--- src/rtl/gray_bcd_pkg.sv ---
// Shared types and the Gray-to-BCD decode table for the gray_bcd_decoder slice.
package gray_bcd_pkg;

  typedef enum logic [1:0] {
    EMPTY = 2'd0,
    ONE   = 2'd1,
    FULL  = 2'd2
  } buf_state_t;

  localparam logic [3:0] BCD_INVALID = 4'hF;

  typedef struct packed {
    logic       err;
    logic       step;
    logic [3:0] bcd;
  } entry_t;

  // Returns {err, bcd}; the six codes outside the decade map to BCD_INVALID.
  function automatic logic [4:0] gray_to_bcd(input logic [3:0] g);
    logic [4:0] r;
    case (g)
      4'd0:    r = {1'b0, 4'd0};
      4'd1:    r = {1'b0, 4'd1};
      4'd3:    r = {1'b0, 4'd2};
      4'd2:    r = {1'b0, 4'd3};
      4'd6:    r = {1'b0, 4'd4};
      4'd7:    r = {1'b0, 4'd5};
      4'd5:    r = {1'b0, 4'd6};
      4'd4:    r = {1'b0, 4'd7};
      4'd12:   r = {1'b0, 4'd8};
      4'd13:   r = {1'b0, 4'd9};
      default: r = {1'b1, BCD_INVALID};
    endcase
    return r;
  endfunction

endpackage

--- src/rtl/gray_bcd_lut.sv ---
// Combinational Gray -> {err, bcd} decode on the input side of the buffer.
module gray_bcd_lut
  import gray_bcd_pkg::*;
(
  input  logic [3:0] gray,
  output logic       err,
  output logic [3:0] bcd
);

  assign {err, bcd} = gray_to_bcd(gray);

endmodule

--- src/rtl/gray_bcd_decoder.sv ---
// Streaming Gray-to-BCD decoder with a 2-entry valid/ready buffer and error counter.
// Optional decade-sequence checking is enabled by defining GRAY_STEP_CHECK_EN.
module gray_bcd_decoder
  import gray_bcd_pkg::*;
#(
  parameter int ERR_CNT_W = 8
) (
  input  logic                 clk,
  input  logic                 rst_n,
  input  logic                 en,
  input  logic                 in_valid,
  output logic                 in_ready,
  input  logic [3:0]           gray,
  output logic                 out_valid,
  input  logic                 out_ready,
  output logic [3:0]           bcd,
  output logic                 out_err,
  output logic                 step_err,
  input  logic                 err_clr,
  output logic [ERR_CNT_W-1:0] err_count
);

  buf_state_t state, state_next;
  entry_t     head, tail, new_entry;
  logic       dec_err;
  logic [3:0] dec_bcd;
  logic       new_step;
  logic       push, pop;

  gray_bcd_lut u_lut (
    .gray (gray),
    .err  (dec_err),
    .bcd  (dec_bcd)
  );

  // rst_n gating keeps in_ready low for the whole reset window.
  assign in_ready  = rst_n && en && (state != FULL);
  assign out_valid = (state != EMPTY);
  assign push      = in_valid && in_ready;
  assign pop       = out_valid && out_ready;

`ifdef GRAY_STEP_CHECK_EN
  logic       hist_valid;
  logic [3:0] hist_digit;
  logic [3:0] next_digit;

  assign next_digit = (hist_digit == 4'd9) ? 4'd0 : hist_digit + 4'd1;
  assign new_step   = !dec_err && hist_valid && (dec_bcd != next_digit);

  // An invalid code clears the history so the following digit reseeds it.
  always_ff @(posedge clk or negedge rst_n) begin
    if (!rst_n) begin
      hist_valid <= 1'b0;
      hist_digit <= 4'd0;
    end else if (push) begin
      hist_valid <= !dec_err;
      hist_digit <= dec_bcd;
    end
  end
`else
  assign new_step = 1'b0;
`endif

  assign new_entry = '{err: dec_err, step: new_step, bcd: dec_bcd};

  always_ff @(posedge clk or negedge rst_n) begin
    if (!rst_n) state <= EMPTY;
    else        state <= state_next;
  end

  always_comb begin
    state_next = state;
    case (state)
      EMPTY: if (push) state_next = ONE;
      ONE: begin
        if (push && !pop)      state_next = FULL;
        else if (pop && !push) state_next = EMPTY;
      end
      FULL:    if (pop) state_next = ONE;
      default: state_next = EMPTY;
    endcase
  end

  // head is always the oldest entry; tail is only occupied in FULL.
  always_ff @(posedge clk or negedge rst_n) begin
    if (!rst_n) begin
      head <= '0;
      tail <= '0;
    end else begin
      case (state)
        EMPTY: if (push) head <= new_entry;
        ONE: begin
          if (push && pop) head <= new_entry;
          else if (push)   tail <= new_entry;
        end
        FULL:    if (pop) head <= tail;
        default: ;
      endcase
    end
  end

  always_ff @(posedge clk or negedge rst_n) begin
    if (!rst_n)
      err_count <= '0;
    else if (err_clr)
      err_count <= '0;
    else if (push && dec_err && (err_count != {ERR_CNT_W{1'b1}}))
      err_count <= err_count + ERR_CNT_W'(1);
  end

  assign bcd      = head.bcd;
  assign out_err  = head.err;
  assign step_err = head.step;

endmodule
--- config.mk ---
export PLATFORM = sky130hd
export DESIGN_NAME = gray_bcd_decoder
export DESIGN_NICKNAME = d
export VERILOG_FILES = /design/src/rtl/gray_bcd_pkg.sv /design/src/rtl/gray_bcd_lut.sv /design/src/rtl/gray_bcd_decoder.sv
export SDC_FILE = /design/constraint.sdc
export NUM_CORES = 1
export LEC_CHECK = 0
export BUFFER_PORTS_ARGS = -buffer_cell sky130_fd_sc_hd__buf_2
export CORE_MARGIN = 1.5
export CORE_UTILIZATION = 28
export DETAILED_ROUTE_END_ITERATION = 8
export GPL_ROUTABILITY_DRIVEN = 0
export GPL_TIMING_DRIVEN = 0
export SLEW_MARGIN = 20
export SYNTH_ARGS = -nofsm -noshare
export SYNTH_HDL_FRONTEND = slang
export SYNTH_HIERARCHICAL = 1
export SYNTH_SLANG_ARGS = --single-unit
--- constraint.sdc ---
create_clock -name clk -period 1.5 [get_ports clk]
set_input_delay 0.45 -clock clk [delete_from_list [all_inputs] [get_ports clk]]
set_output_delay 0.45 -clock clk [all_outputs]
set_load 0.01 [all_outputs]
==> impl_metrics.tcl <==
set metrics [dict create \
    core_mm2 0.00377 \
    power_density_mw_per_mm2 906 \
    critical_path.max_fanout 4 \
    ys_async_sr_fraction 1.00 \
    timing.final.ws_setup_ns -0.0725 \
    clkPwrFrac 0.348 \
    nets 177 \
    routed_wl_um 2870 \
    cts_sinks 20 \
    synth_seq_cells 20 \
    numPortBuffers 23 \
    route.vias.total 1057 \
    worst_path_most_repeated_cell "buf_6" \
    worstSetupStartpoint "state[0]" \
    p_seq_frac 0.423 \
    dp_cells 193 \
    grt_first_pass_wirelength_um 4650 \
    final_cells 211 \
    syn-cell-area_mm2 0.00114 \
    start_util 0.302 \
    slew_headroom 0.641 \
    outcome "finished, violations left" \
    critPathBufInv 2 \
    hp-class "in2async" \
    fmax_mhz 636 \
    synth-edff-count 0 \
    post-route-period-util 1.05 \
    clk_path_buf_depth 2 \
    ant_nets 0 \
    via_per_inst 5.01 \
    die_area_mm2 0.00445 \
    cts_inserted_buffers 3 \
    drc_errors 0 \
    insertion_delay_ns 0.26 \
    path_clk_slew_ns 0.08 \
    hpwl_um 1830 \
    synth_cells 122 \
    grt_pass1_vias 1016 \
    maxSlewViolCount 0 \
    synth_flop_cell "dfrtp_1" \
    switching_share 0.249 \
    leakagePower_nw 0.777 \
    power.switching_mw 0.391 \
    cts_hold_buffers 0 \
    synthesis.area_per_instance_um2 9.32 \
    cp_top_family "flip-flops" \
    die_h_um 66.7 \
    crit_path_cell_trace "buf_6 > or2_4 > buf_6" \
    first_pass_iters 4 \
    antenna_found_initial 0 \
    seq_area_frac_synth 0.440 \
    grt_max_degree 24 \
    hold_viol 20 \
    die_w_um 66.7 \
    hold_ws_ns -0.0159 \
    violations "negative hold slack, negative setup slack" \
    synth_nets 135 \
    rsz0062_at_grt "yes" \
    finClkSkew_ns 0.00430 \
    grt_use_total 0.137 \
    end_kind "primary output" \
    drv_cap 0 \
    area_growth_pct 52.8 \
    ios 26 \
    finalCriticalPeriod_ns 1.57 \
    cts_tree "built" \
    rows 22 \
    power.internal_mw 1.18 \
    combPwrFrac 0.228 \
    ys_types 41 \
    worst_pin_slew_ns 0.539 \
    arrival_ns 1.12 \
    setup_viol 9 \
    cts-root-buf "clkbuf_8" \
    diodes 0 \
    drive_above_1_share 0.546 \
    required_ns 1.05 \
    critPathMaxStageDelay_ns 0.40 \
    wl_per_cell_um 13.6 \
    vdd_ir_drop_max_mv 0.456 \
    post-place-ws_ns -0.663 \
    grt_overflow 0 \
    fill_cells 349 \
    dr.first_iter.drc_count 33 \
    critPathKind "reg2out" \
    startpoint_type "register" \
    htreeDepth 1 \
    yosysWarningCount 6 \
    cpMaxStageDelayCell "dfrtp_1" \
    regToRegStartpoint "state[1]" \
]
[through the flow]
step | cell area [µm²] | setup TNS (ns) | power (mW) | utilization
3_3_place_gp | 1350 | -9.99 | 0.923 | 0.357
4_1_cts | 1560 | -0.863 | 1.53 | 0.413
2_1_floorplan | 1170 | -0.0942 | 0.832 | -
5_1_grt | 1740 | -0.770 | 1.66 | 0.461
6_report | 1740 | -0.258 | 1.57 | 0.461
3_5_place_dp | 1350 | -11.16 | 0.939 | 0.357
[placed cells by master (no fill, tap or decap), types with 2 or more instances in the layout]
cell / count
buf_2: 18
buf_4: 16
dfrtp_1: 16
nand2_1: 12
nor2_1: 11
buf_6: 7
mux2_4: 6
a21oi_2: 5
a31oi_1: 5
a21oi_1: 4
o21ai_0: 4
dfrtp_2: 4
and3_4: 3
nand3_1: 3
inv_1: 3
clkbuf_8: 3
nand2b_4: 2
nand3_2: 2
nand4_1: 2
nor2b_1: 2
or4_4: 2
[power groups by stage]
stage | Sequential, mW | Clock, mW | Combinational [mW]
6_report | 0.666 | 0.548 | 0.359
2_1_floorplan | 0.691 | 0 | 0.141
4_1_cts | 0.665 | 0.563 | 0.304
5_1_grt | 0.676 | 0.586 | 0.399
3_3_place_gp | 0.673 | 0 | 0.250
3_5_place_dp | 0.679 | 0 | 0.260
[cell families after synthesis]
group / after synthesis / share of synthesized area
XOR/XNOR: 1 / 0.00770
other: 1 / 0.00330
AO/OA/AOI/OAI: 25 / 0.134
buffers and inverters: 11 / 0.0495
AND/OR/NAND/NOR: 54 / 0.264
flip-flops: 20 / 0.440
multiplexers: 7 / 0.0682
adder cells (fa/ha/maj): 3 / 0.0330
[synthesized netlist by cell type, types with 2 or more instances]
master | instances | area share
nand4_1 | 2 | 0.011
a31oi_1 | 5 | 0.028
clkbuf_1 | 3 | 0.0099
inv_1 | 4 | 0.013
or4_1 | 2 | 0.013
nand3_1 | 5 | 0.022
buf_4 | 2 | 0.013
ha_1 | 3 | 0.033
nand2b_1 | 3 | 0.017
mux2_1 | 6 | 0.059
nand2_1 | 12 | 0.040
and3_1 | 3 | 0.017
nor2b_1 | 3 | 0.017
or3_1 | 2 | 0.011
nor2_1 | 12 | 0.040
o21ai_0 | 4 | 0.018
a21oi_1 | 8 | 0.035
dfrtp_1 | 20 | 0.44
[final timing paths]
kind | end | slack [ns] | depth (start not counted)
worst max-delay path | out_valid | -0.07 | 3
worst min-delay path | bcd[1] | -0.02 | 1
worst max register to register | err_count[5] | -0.04 | 5
worst min register to register | tail[3] | 0.52 | 1
max in group asynchronous | err_count[5] | 1.35 | 1
min in group clk | state[1] | 0.44 | 2
[state kept, by name, indices dropped and copies added (netlist names)]
name	count
err_count	8
tail	5
bcd	4
state	2
out_err	1
[layer usage]
layer  part of all wire  vias to the layer above  GRT usage
met5                  0                        -          0
met4             0.0097                        0     0.0332
met3              0.047                        4     0.0355
met2               0.52                       30      0.238
met1               0.43                      512      0.168
li1                   -                      511          -
[area by class of cell]
cell class / instances / area, µm² / area share
Multi-Input combinational cell: 91 / 746 / 0.429
Buffer: 3 / 18.8 / 0.0108
Timing Repair Buffer: 41 / 309 / 0.178
Tap cell: 48 / 60.1 / 0.0346
Inverter: 4 / 27.5 / 0.0158
Clock buffer: 3 / 41.3 / 0.0238
Sequential cell: 20 / 505 / 0.291
Clock inverter: 1 / 30.0 / 0.0173
[what timing repair did]
| action | CTS | global route |
|---|---|---|
| hold endpoints to repair | 0 | 20 |
| endpoints found under the setup margin | 21 | 15 |
| setup buffers | 10 | 8 |
| gates resized for setup | 16 | 37 |
| pin swaps | 3 | 9 |
(Power assumes the default switching activity.)
